`config.mk`:
```
export PLATFORM = sky130hd
export DESIGN_NAME = load_read
export DESIGN_NICKNAME = d
export VERILOG_FILES = /design/src/rtl/frame_regs_pkg.sv /design/src/rtl/sat_counter.sv /design/src/rtl/load_read.sv
export SDC_FILE = /design/constraint.sdc
export NUM_CORES = 1
export LEC_CHECK = 0
export BUFFER_PORTS_ARGS = -buffer_cell sky130_fd_sc_hd__buf_2
export CAP_MARGIN = 0
export CORE_UTILIZATION = 40
export DETAILED_ROUTE_END_ITERATION = 8
export PLACE_DENSITY = 0.66
export SYNTH_ARGS = -nofsm -noshare
export SYNTH_HDL_FRONTEND = slang
export SYNTH_SLANG_ARGS = --single-unit
```
`constraint.sdc`:
```
create_clock -name clk -period 7.6 [get_ports clk]
set_input_delay 1.52 -clock clk [delete_from_list [all_inputs] [get_ports clk]]
set_output_delay 1.52 -clock clk [all_outputs]
set_load 0.01 [all_outputs]
```
`src/rtl/frame_regs_pkg.sv`:
```
// Shared register-map constants for the fixed-frame CPU register bus.
// Imported by both the write-register block and the read-back block.
package frame_regs_pkg;

  localparam int unsigned ADDR_W = 9;
  localparam int unsigned DATA_W = 32;

  localparam logic [ADDR_W-1:0] ADDR_HEAD   = 9'd200;
  localparam logic [ADDR_W-1:0] ADDR_FLAG   = 9'd201;
  localparam logic [ADDR_W-1:0] ADDR_LEN    = 9'd202;
  localparam logic [ADDR_W-1:0] ADDR_SCR    = 9'd203;
  localparam logic [ADDR_W-1:0] ADDR_OKCNT  = 9'd204;
  localparam logic [ADDR_W-1:0] ADDR_ERRCNT = 9'd205;
  localparam logic [ADDR_W-1:0] ADDR_STATUS = 9'd206;
  localparam logic [ADDR_W-1:0] ADDR_VER    = 9'd207;

  localparam int unsigned ST_W       = 4;
  localparam int unsigned ST_ERR     = 0;
  localparam int unsigned ST_OVF     = 1;
  localparam int unsigned ST_OK_SAT  = 2;
  localparam int unsigned ST_ERR_SAT = 3;

  localparam logic [DATA_W-1:0] VERSION_DEFAULT = 32'h5344_0001;

endpackage

```
`src/rtl/sat_counter.sv`:
```
// Saturating event counter with clear; a clear coinciding with an event loads 1.
// sat_hit flags an event arriving while the counter is already full.
module sat_counter #(
  parameter int unsigned W = 16
) (
  input  logic         clk,
  input  logic         pRST,
  input  logic         inc,
  input  logic         clr,
  output logic [W-1:0] cnt,
  output logic         sat_hit
);

  localparam logic [W-1:0] CNT_MAX = '1;

  logic full;

  assign full    = (cnt == CNT_MAX);
  assign sat_hit = inc & full;

  always_ff @(posedge clk or posedge pRST) begin
    if (pRST) begin
      cnt <= '0;
    end else if (clr) begin
      cnt <= inc ? W'(1) : '0;
    end else if (inc && !full) begin
      cnt <= cnt + W'(1);
    end
  end

endmodule

```
`src/rtl/load_read.sv`:
```
// CPU read-back of frame configuration plus clear-on-read frame counters
// and sticky status flags.
module load_read
  import frame_regs_pkg::*;
#(
  parameter int unsigned      OK_CNT_W  = 32,
  parameter int unsigned      ERR_CNT_W = 16,
  parameter logic [31:0]      VERSION   = VERSION_DEFAULT
) (
  input  logic              clk,
  input  logic              pRST,
  input  logic              cpu_rd_n,
  input  logic [ADDR_W-1:0] cpu_addr,
  output logic [DATA_W-1:0] cpu_rdata,
  output logic              cpu_rvalid,
  input  logic [31:0]       packet_head,
  input  logic [15:0]       flag_set,
  input  logic [23:0]       length_set,
  input  logic              scramble,
  input  logic              error,
  input  logic              frame_ok,
  input  logic              frame_err,
  input  logic              fifo_ovf
);

  logic                 rd_n_d;
  logic                 rd_evt;
  logic                 clr_ok;
  logic                 clr_err;
  logic                 clr_status;
  logic [OK_CNT_W-1:0]  ok_cnt;
  logic [ERR_CNT_W-1:0] err_cnt;
  logic                 ok_sat_hit;
  logic                 err_sat_hit;
  logic [ST_W-1:0]      status_q;
  logic [ST_W-1:0]      status_d;
  logic [DATA_W-1:0]    rdata_mux;

  // One read event per low period of the strobe.
  always_ff @(posedge clk or posedge pRST) begin
    if (pRST) rd_n_d <= 1'b1;
    else      rd_n_d <= cpu_rd_n;
  end

  assign rd_evt     = rd_n_d & ~cpu_rd_n;
  assign clr_ok     = rd_evt & (cpu_addr == ADDR_OKCNT);
  assign clr_err    = rd_evt & (cpu_addr == ADDR_ERRCNT);
  assign clr_status = rd_evt & (cpu_addr == ADDR_STATUS);

  sat_counter #(.W(OK_CNT_W)) u_ok_cnt (
    .clk     (clk),
    .pRST    (pRST),
    .inc     (frame_ok),
    .clr     (clr_ok),
    .cnt     (ok_cnt),
    .sat_hit (ok_sat_hit)
  );

  sat_counter #(.W(ERR_CNT_W)) u_err_cnt (
    .clk     (clk),
    .pRST    (pRST),
    .inc     (frame_err),
    .clr     (clr_err),
    .cnt     (err_cnt),
    .sat_hit (err_sat_hit)
  );

  // Sticky flags: a set in the same cycle as a clear wins.
  always_comb begin
    status_d             = status_q;
    if (clr_status) status_d = '0;
    if (error)       status_d[ST_ERR]     = 1'b1;
    if (fifo_ovf)    status_d[ST_OVF]     = 1'b1;
    if (ok_sat_hit)  status_d[ST_OK_SAT]  = 1'b1;
    if (err_sat_hit) status_d[ST_ERR_SAT] = 1'b1;
  end

  always_ff @(posedge clk or posedge pRST) begin
    if (pRST) status_q <= '0;
    else      status_q <= status_d;
  end

  always_comb begin
    rdata_mux = '0;
    case (cpu_addr)
      ADDR_HEAD:   rdata_mux = packet_head;
      ADDR_FLAG:   rdata_mux = {16'h0, flag_set};
      ADDR_LEN:    rdata_mux = {8'h0, length_set};
      ADDR_SCR:    rdata_mux = {31'h0, scramble};
      ADDR_OKCNT:  rdata_mux = DATA_W'(ok_cnt);
      ADDR_ERRCNT: rdata_mux = DATA_W'(err_cnt);
      ADDR_STATUS: rdata_mux = DATA_W'(status_q);
      ADDR_VER:    rdata_mux = VERSION;
      default:     rdata_mux = '0;
    endcase
  end

  // Snapshot taken on the event cycle, before any clear lands.
  always_ff @(posedge clk or posedge pRST) begin
    if (pRST) begin
      cpu_rdata  <= '0;
      cpu_rvalid <= 1'b0;
    end else begin
      cpu_rvalid <= rd_evt;
      if (rd_evt) cpu_rdata <= rdata_mux;
    end
  end

endmodule

```
### Word level (Yosys, flattened, before mapping)

Cells that the tools add are included.

| operators by class | value |
|---|---|
| add/subtract/negate cells | 2 |
| equal/unequal tests | 10 |
| mux-type cells | 12 |
| bitwise gates (word level) | 7 |
| reduce and logical (&&, ||, !) cells | 10 |

Operators with widths:

| operator | count |
|---|---|
| 32-bit one-hot mux with 8 select lines | 1 |
| 9-bit by 8-bit == test with 1-bit output (second input constant) | 8 |
| 32-bit two-way mux | 2 |
| 32-bit by 1-bit adder with 32-bit output (second input constant) | 1 |
| 32-bit == test (second input constant) | 1 |
| 16-bit two-way mux | 2 |
| 16-bit by 1-bit adder with 16-bit output (second input constant) | 1 |
| 16-bit == test (second input constant) | 1 |
| 2-bit nonzero test | 6 |
| 1-bit AND | 6 |
| 1-bit two-way mux | 6 |
| 4-bit two-way mux | 1 |
| 1-bit logical AND | 2 |
| 1-bit zero test | 2 |
| 1-bit inverter | 1 |

| storage, ports and cells | value |
|---|---|
| flip-flop bits (word level) | 86 |
| bits of input ports | 89 |
| output and inout bits | 33 |
| word-level logic and storage cells | 50 |

### Longest topological paths before layout

Gate-level depths: netlist of run 1.

| depth | value |
|---|---|
| word-level depth | 5 |
| mapped depth | 8 |
| gate-level depth less buffers | 6 |

### Cells and area by module

From an unflattened synthesis of run 1, not the netlist that was laid out.

| second synthesis, totals | value |
|---|---|
| cells, all modules | 537 |
| area, all modules | 5203.7 µm² |

Modules (own cells, without submodules):

| module | instances | cells each | area an instance (µm²) | sequential area each (µm²) |
|---|---|---|---|---|
| load_read | 1 | 235 | 2337.2 | 952.2 |
| sat_counter (u_ok_cnt) | 1 | 201 | 1876.8 | 800.8 |
| sat_counter (u_err_cnt) | 1 | 101 | 989.7 | 400.4 |

### Worst setup path before layout of run 1

No wires, ideal clock.

| timing path | value |
|---|---|
| path kind | input -> register |
| from | input cpu_addr[1] |
| to | register u_err_cnt.cnt[0] |
| library setup time | 0.138 ns |
| data arrival time | 2.854 ns |
| required time | 7.462 ns |
| path slack | 4.609 ns |
| stages | 8 |
| buffers on the path | 3 |
| cells stage by stage | buf_2 > or3b_2 > buf_2 > nor3_2 > and3_1 > buf_4 > nand3b_1 > o211ai_1 |

| on the way | value |
|---|---|
| longest elaborated chain between the ends | 3 |

Ends and longest elaborated chain:

| element | RTL line | RTL |
|---|---|---|
| start, declared | load_read.sv:13 | `input logic [ADDR_W-1:0] cpu_addr,` |
| 9-bit by 8-bit == test with 1-bit output * | load_read.sv:47 | `assign clr_err = rd_evt & (cpu_addr == ADDR_ERRCNT);` |
| 1-bit AND * | load_read.sv:47 |  |
| 16-bit two-way mux / 2-bit nonzero test (equally long branches) | -- |  |
| end signal, assigned | sat_counter.sv:25 | `cnt <= inc ? W'(1) : '0;` |
| end signal, assigned | sat_counter.sv:27 | `cnt <= cnt + W'(1);` |
| end, declared | sat_counter.sv:10 | `output logic [W-1:0] cnt,` |

Every way passes the cells marked *; elsewhere a longest branch is shown, timed or not.
A chain may end at the register's enable or synchronous reset.

### Final worst setup path of run 1

| timing path | value |
|---|---|
| from | input cpu_addr[1] |
| to | register u_ok_cnt.cnt[0] |

| on the way | value |
|---|---|
| longest elaborated chain between the ends | 3 |

Ends and longest elaborated chain:

| element | RTL line | RTL |
|---|---|---|
| 9-bit by 8-bit == test with 1-bit output * | load_read.sv:46 | `assign clr_ok = rd_evt & (cpu_addr == ADDR_OKCNT);` |
| 1-bit AND * | load_read.sv:46 |  |
| 32-bit two-way mux / 2-bit nonzero test (equally long branches) | -- |  |
| end signal, assigned | sat_counter.sv:25 |  |
| end signal, assigned | sat_counter.sv:27 |  |
| end, declared | sat_counter.sv:10 |  |

Marked as above.

==> results.tsv, run 1 <==
metric	value	unit
Remaining Overflow, GRT	0	
worst path cell trace	buf_2, nand2b_1, nor4_4, and2_1, nand2_1, o211ai_1	
final instance area	6110	sq um
IO Pins	122	
largest family of logic cells by synthesized area	simple AND/OR/NAND/NOR gates	
post-synthesis xor/xnor area fraction	2.04	%
Synthesized Nets	653	
outcome	finished clean	
largest net degree at the start of global routing	87	
Ys Warns	0	
Final Core Density	48.6	%
drt wl/cell	18.3	um
Synth Instances	562	
post_cts resized	0	
Clock Tree Buf Depth	2	
DRC	0	
Setup crit start kind	input pin	
worst skew pair latency	340	ps
Hold Vio Cnt, Final	0	
drt pass-1 iters	7	
Yosys cell types	65	
worst slew pin tran	1270	ps
Fillers	1190	
number of setup violations in the final report	0	
Total Power	0.00117	W
maxcap violations	0	
H-tree levels	3	
min-delay src	cpu_rdata[23]	
Compound-Gate Fraction of Synth Area	20.2	%
Synth area leader	dfrtp_1	
vias per cell	5.78	
FFs w/ async S/R, synth	100	%
syn_area_per_cell	9.16	sq um
nets	747	
Tcrit/Tclk final	49.0	%
Die Y-Extent	115	um
critical path class	input pin to register	
EDFF count, synth	0	
Achievable Freq	0.268	GHz
setup_tns	0	ps
hold buffers post-CTS	0	
crit path max-delay cell type	nor4_4	
drt first-iter violations	373	
All-Layer GR Usage	23.5	%
Area contributors post-synth	dfrtp_1, nand2_1, mux2i_1	
Post-Synth Simple-Gate Area	23.3	%
WP data arrival	3990	ps
post-synthesis sequential area ratio	41.8	%
layout cells sized above 1	26.3	%
multiplexer share of the synthesized area	7.99	%
CP max stage delay	850	ps
flops & latches, synth	86	
final wirelength	15.3	mm
Worst Hold Class	register to register	
CTS buffer count	9	
most common cell after layout, fill and taps aside	buf_2	
Vias	4818	
Area Overhead vs Synth	18.7	%
Die X-Extent	115	um
Worst Setup End Kind	register	
Power Dens Cells	191	nW/um^2
Diodes inserted	0	
Pleak	2.70	nW
reg2reg start	u_ok_cnt.cnt[5]	
clk slew on worst S/H paths	60	ps
Post-synth top flop	dfrtp_1	
port bufs	121	
Post-Synth Adder-Cell Area	0.486	%
Yosys top cell area share	41.3	%
Cell Rows	41	
post-CTS setup buffer count	0	
CP max FO	35	
core area	12600	sq um
Relative slew margins	14.7	%
post-route ant nets	0	
number of global-route vias before repair	4528	
buffers plus inverters on the worst setup path	1	
post-place instance area	5800	sq um
Max IR drop VDD	0.0895	mV
RSZ-0062 raised after global routing	no	
first-pass GRT wire length	23.8	mm
Top delay family on crit path	simple AND/OR/NAND/NOR gates	
fin crit period	3730	ps
DPL Wire Length	11.5	mm
crit path launch	cpu_addr[1]	
Post-Syn Area	5150	sq um
Root Driver	clkbuf_16	
CTS tree	done	
Final Skew	5.58	ps
Initial Util	41.0	%
die area	13300	sq um
commonest cells after routing, fill and taps aside	buf_2, dfrtp_1, nand2_1	
clock sinks	86	
RePlAce Congestion	0.899	
CP Data Required Time	7860	ps
Max Slew Vio Count	0	
initial antenna violation count	0	
==> logic make-up after synthesis <==
logic type,count (synthesis)
xor gates and xnor gates,12
and+or+nand+nor,220
adders and majority gates,2
muxes,39
DFF,86
AOI/OAI and AO/OA,156
buffers and inverters,47
==> metal layers <==
layer / up-vias / wire length (um) / part of all wire [%] / global-route usage (%)
met5: - / 0 / 0 / 0
met4: 0 / 480 / 3.1 / 11.0
met3: 29 / 863 / 5.7 / 2.20
met2: 174 / 7130 / 47 / 37.5
met1: 2337 / 6790 / 44 / 32.5
li1: 2278 / - / - / -
==> layout make-up <==
cell class / count / area (sq um) / area share (%)
clock buffer: 10 / 229 / 3.75
clock inverter: 6 / 86.3 / 1.41
inverter: 7 / 27.5 / 0.450
multi-input combinational: 429 / 2780 / 45.5
sequential: 86 / 2150 / 35.2
tap: 172 / 215 / 3.52
timing repair buffer: 123 / 621 / 10.2
==> where the power goes <==
| group | leakage, nW | switching [W] | total [W] | internal (W) |
|---|---|---|---|---|
| clock network | 0.152 | 0.000184 | 0.000472 | 0.000287 |
| logic | 1.39 | 0.0000828 | 0.000151 | 0.0000680 |
| registers | 1.15 | 0.0000578 | 0.000545 | 0.000487 |
==> worst paths after layout <==
kind / endpoint / slack (ps) / cells after the start
max reg2reg: u_ok_cnt.cnt[4] / 5340 / 5
min in group asynchronous: cpu_rdata[31] / 1510 / 3
min reg2reg: cpu_rdata[23] / 480 / 2
max: u_ok_cnt.cnt[0] / 3870 / 6
min: cpu_rdata[23] / 480 / 2
max in group asynchronous: u_ok_cnt.cnt[5] / 5400 / 3
==> registers in the layout (all words and copies together) (netlist names) <==
signal	count
u_err_cnt.cnt	16
status_q	4
cpu_rvalid	1
rd_n_d	1
u_ok_cnt.cnt	32
cpu_rdata	32
==> cells in the mapped netlist (3+ instances only) <==
| cell type | count |
|---|---|
| a21oi_1 | 30 |
| a221oi_1 | 6 |
| a22oi_1 | 22 |
| and2_1 | 7 |
| and3_1 | 8 |
| and4_1 | 10 |
| buf_2 | 17 |
| buf_4 | 5 |
| clkbuf_1 | 15 |
| dfrtp_1 | 85 |
| inv_1 | 7 |
| mux2_2 | 17 |
| mux2i_1 | 22 |
| nand2_1 | 76 |
| nand3_1 | 18 |
| nand4_1 | 17 |
| nor2_1 | 22 |
| nor2b_1 | 3 |
| nor3_1 | 11 |
| o211ai_1 | 17 |
| o21ai_0 | 28 |
| o21ai_1 | 26 |
| o31ai_1 | 5 |
| or2_1 | 3 |
| or3_1 | 18 |
| or4_1 | 9 |
| xnor2_1 | 8 |
| xor2_1 | 4 |
==> worst min-delay path: cells and delay by family (launching register included) <==
| kind | cells | cell delay [ps] |
|---|---|---|
| simple gates | 1 | 50 |
| compound gates | 1 | 60 |
| flops | 1 | 330 |
==> through the flow <==
| step | cells | hold WS, ps | setup slack [ps] |
|---|---|---|---|
| after floorplan | 562 | 448 | 3860 |
| after global placement | 817 | 469 | 3590 |
| after detailed placement | 817 | 471 | 3530 |
| after CTS | 833 | 484 | 3870 |
| after global routing | 833 | 511 | 3620 |
| final | 833 | 482 | 3870 |
(Power assumes the default switching activity.)
==> run 2: changes to the inputs <==
Clock period 7.6 ns to 3.55 ns, I/O delays scaled along.
==> results.tsv, run 2 (synthesis results as in run 1) <==
metric	value	unit	change
maxcap violations	0		unchanged
Area Overhead vs Synth	19.3	%	was 18.7%
R2R Setup Slk	1250	ps	was 5340 ps
first-pass GRT wire length	23.6	mm	was 23.8 mm
reg-to-reg endpoint	u_ok_cnt.cnt[4]		unchanged
fin crit period	2440	ps	
hold buffers post-CTS	0		unchanged
post_cts resized	0		unchanged
Die X-Extent	115	um	unchanged
Reg area	2150	sq um	unchanged
worst slew pin tran	1090	ps	was 1270 ps
Die Y-Extent	115	um	unchanged
R2R depth	5		unchanged
clk slew on worst S/H paths	70	ps	was 60 ps
Pleak	2.72	nW	was 2.70 nW
post-CTS setup buffer count	0		unchanged
commonest cells after routing, fill and taps aside	buf_2, dfrtp_1, nand2_1		unchanged
Vias	4898		was 4818
WP data arrival	2700	ps	was 3990 ps
die area	13300	sq um	unchanged
Setup crit start kind	input pin		unchanged
number of global-route vias before repair	4447		was 4528
All-Layer GR Usage	23.2	%	was 23.5%
nets	752		was 747
drt first-iter violations	405		was 373
Hold Vio Cnt, Final	0		unchanged
CP max FO	23		was 35
Max IR drop VDD	0.234	mV	was 0.0895 mV
drt pass-1 iters	8		was 7
critical path class	input pin to register		unchanged
Remaining Overflow, GRT	0		unchanged
RePlAce Congestion	0.919		was 0.899
DPL Wire Length	11.5	mm	about the same
clock sinks	86		unchanged
DRC	0		unchanged
CTS tree	done		unchanged
worst skew pair latency	340	ps	about the same
reg2reg start	u_ok_cnt.cnt[4]		was u_ok_cnt.cnt[5]
outcome	finished clean		unchanged
Worst Hold Class	input pin to async pin		was register to register
post-place instance area	5850	sq um	was 5800 sq um
core area	12600	sq um	unchanged
hold slack	438	ps	was 482 ps
Relative slew margins	27.6	%	was 14.7%
setup_tns	0	ps	unchanged
number of setup violations in the final report	0		unchanged
Worst Setup End Kind	register		unchanged
Power Dens Cells	400	nW/um^2	was 191 nW/um^2
post-route ant nets	0		unchanged
IO Pins	122		unchanged
CTS buffer count	9		unchanged
layout cells sized above 1	27.0	%	was 26.3%
Tcrit/Tclk final	68.8	%	
vias per cell	5.84		was 5.78
port bufs	121		unchanged
Diodes inserted	0		unchanged
most common cell after layout, fill and taps aside	buf_2		unchanged
Fillers	1198		was 1190
Cells after DPL	822		was 817
CP Data Required Time	3810	ps	was 7860 ps
H-tree levels	3		unchanged
Clock Tree Buf Depth	2		unchanged
largest net degree at the start of global routing	50		was 87
Final Non-Filler Cells	838		was 833
initial antenna violation count	0		unchanged
Cell Rows	41		unchanged
footprint of the multi-input gates	2780	sq um	unchanged
Final Skew	6.18	ps	was 5.58 ps
Achievable Freq	0.410	GHz	
Largest regs	cpu_rdata (32), u_ok_cnt.cnt (32), u_err_cnt.cnt (16)		unchanged
Root Driver	clkbuf_16		unchanged
final wirelength	15.1	mm	was 15.3 mm
RSZ-0062 raised after global routing	no		unchanged
final instance area	6140	sq um	was 6110 sq um
Max Slew Vio Count	0		unchanged
Final Core Density	48.9	%	was 48.6%
drt wl/cell	18.0	um	was 18.3 um
Initial Util	41.0	%	unchanged
run 2: cell types whose count changed in the layout (fill, tap and decap cells not counted):
cell       previous run  this run
buf_12                0         1
buf_4                 2         6
bufinv_16             2         1
clkbuf_1              1         0
clkinv_4              1         2
inv_6                 0         1
run 2: per-stage QoR:
stage / total power (W) / worst slack [ps]
after floorplan: 0.00135 / 620
after global placement: 0.00150 / 893
after detailed placement: 0.00151 / 783
after CTS: 0.00246 / 1150
after global routing: 0.00256 / 987
final: 0.00246 / 1110
run 2: worst max-delay path by stage:
stage,startpoint,endpoint,slack [ps],cells past startpoint
after global routing,cpu_addr[0],u_err_cnt.cnt[0],990,7
after global placement,cpu_addr[0],u_err_cnt.cnt[0],890,7
after floorplan,pRST,cpu_rdata[0],620,1
after detailed placement,cpu_addr[0],u_err_cnt.cnt[0],780,7
after CTS,cpu_addr[0],u_err_cnt.cnt[0],1150,7
final,cpu_addr[0],u_err_cnt.cnt[0],1110,7
run 2: cell type report:
class                   count  area share [%]
clock buffers               9            3.67
clock inverters             7            1.20
inverters                   7           0.448
multi-input cells         429            45.2
flip-flops and latches     86            35.0
well taps                 172            3.50
repair buffers            128            10.9
run 2: report_power, final:
group / leakage (nW) / internal, W / switching [W] / total, W
Clock: 0.146 / 0.000548 / 0.000409 / 0.000956
Sequential: 1.15 / 0.00104 / 0.000123 / 0.00117
Combinational: 1.42 / 0.000149 / 0.000185 / 0.000334
run 2: worst max-delay path, stage by stage:
cell	delay (ps)
buf_2	350
or3b_2	590
nor3_2	220
and3_1	460
buf_4	230
nand2_1	60
o211ai_1	70
run 2: layer usage:
layer	GRT usage [%]	part of all wire, %	vias up
li1	-	-	2299
met1	33.0	45	2408
met2	35.9	47	171
met3	2.88	5.9	20
met4	9.61	2.0	0
met5	0	0	-
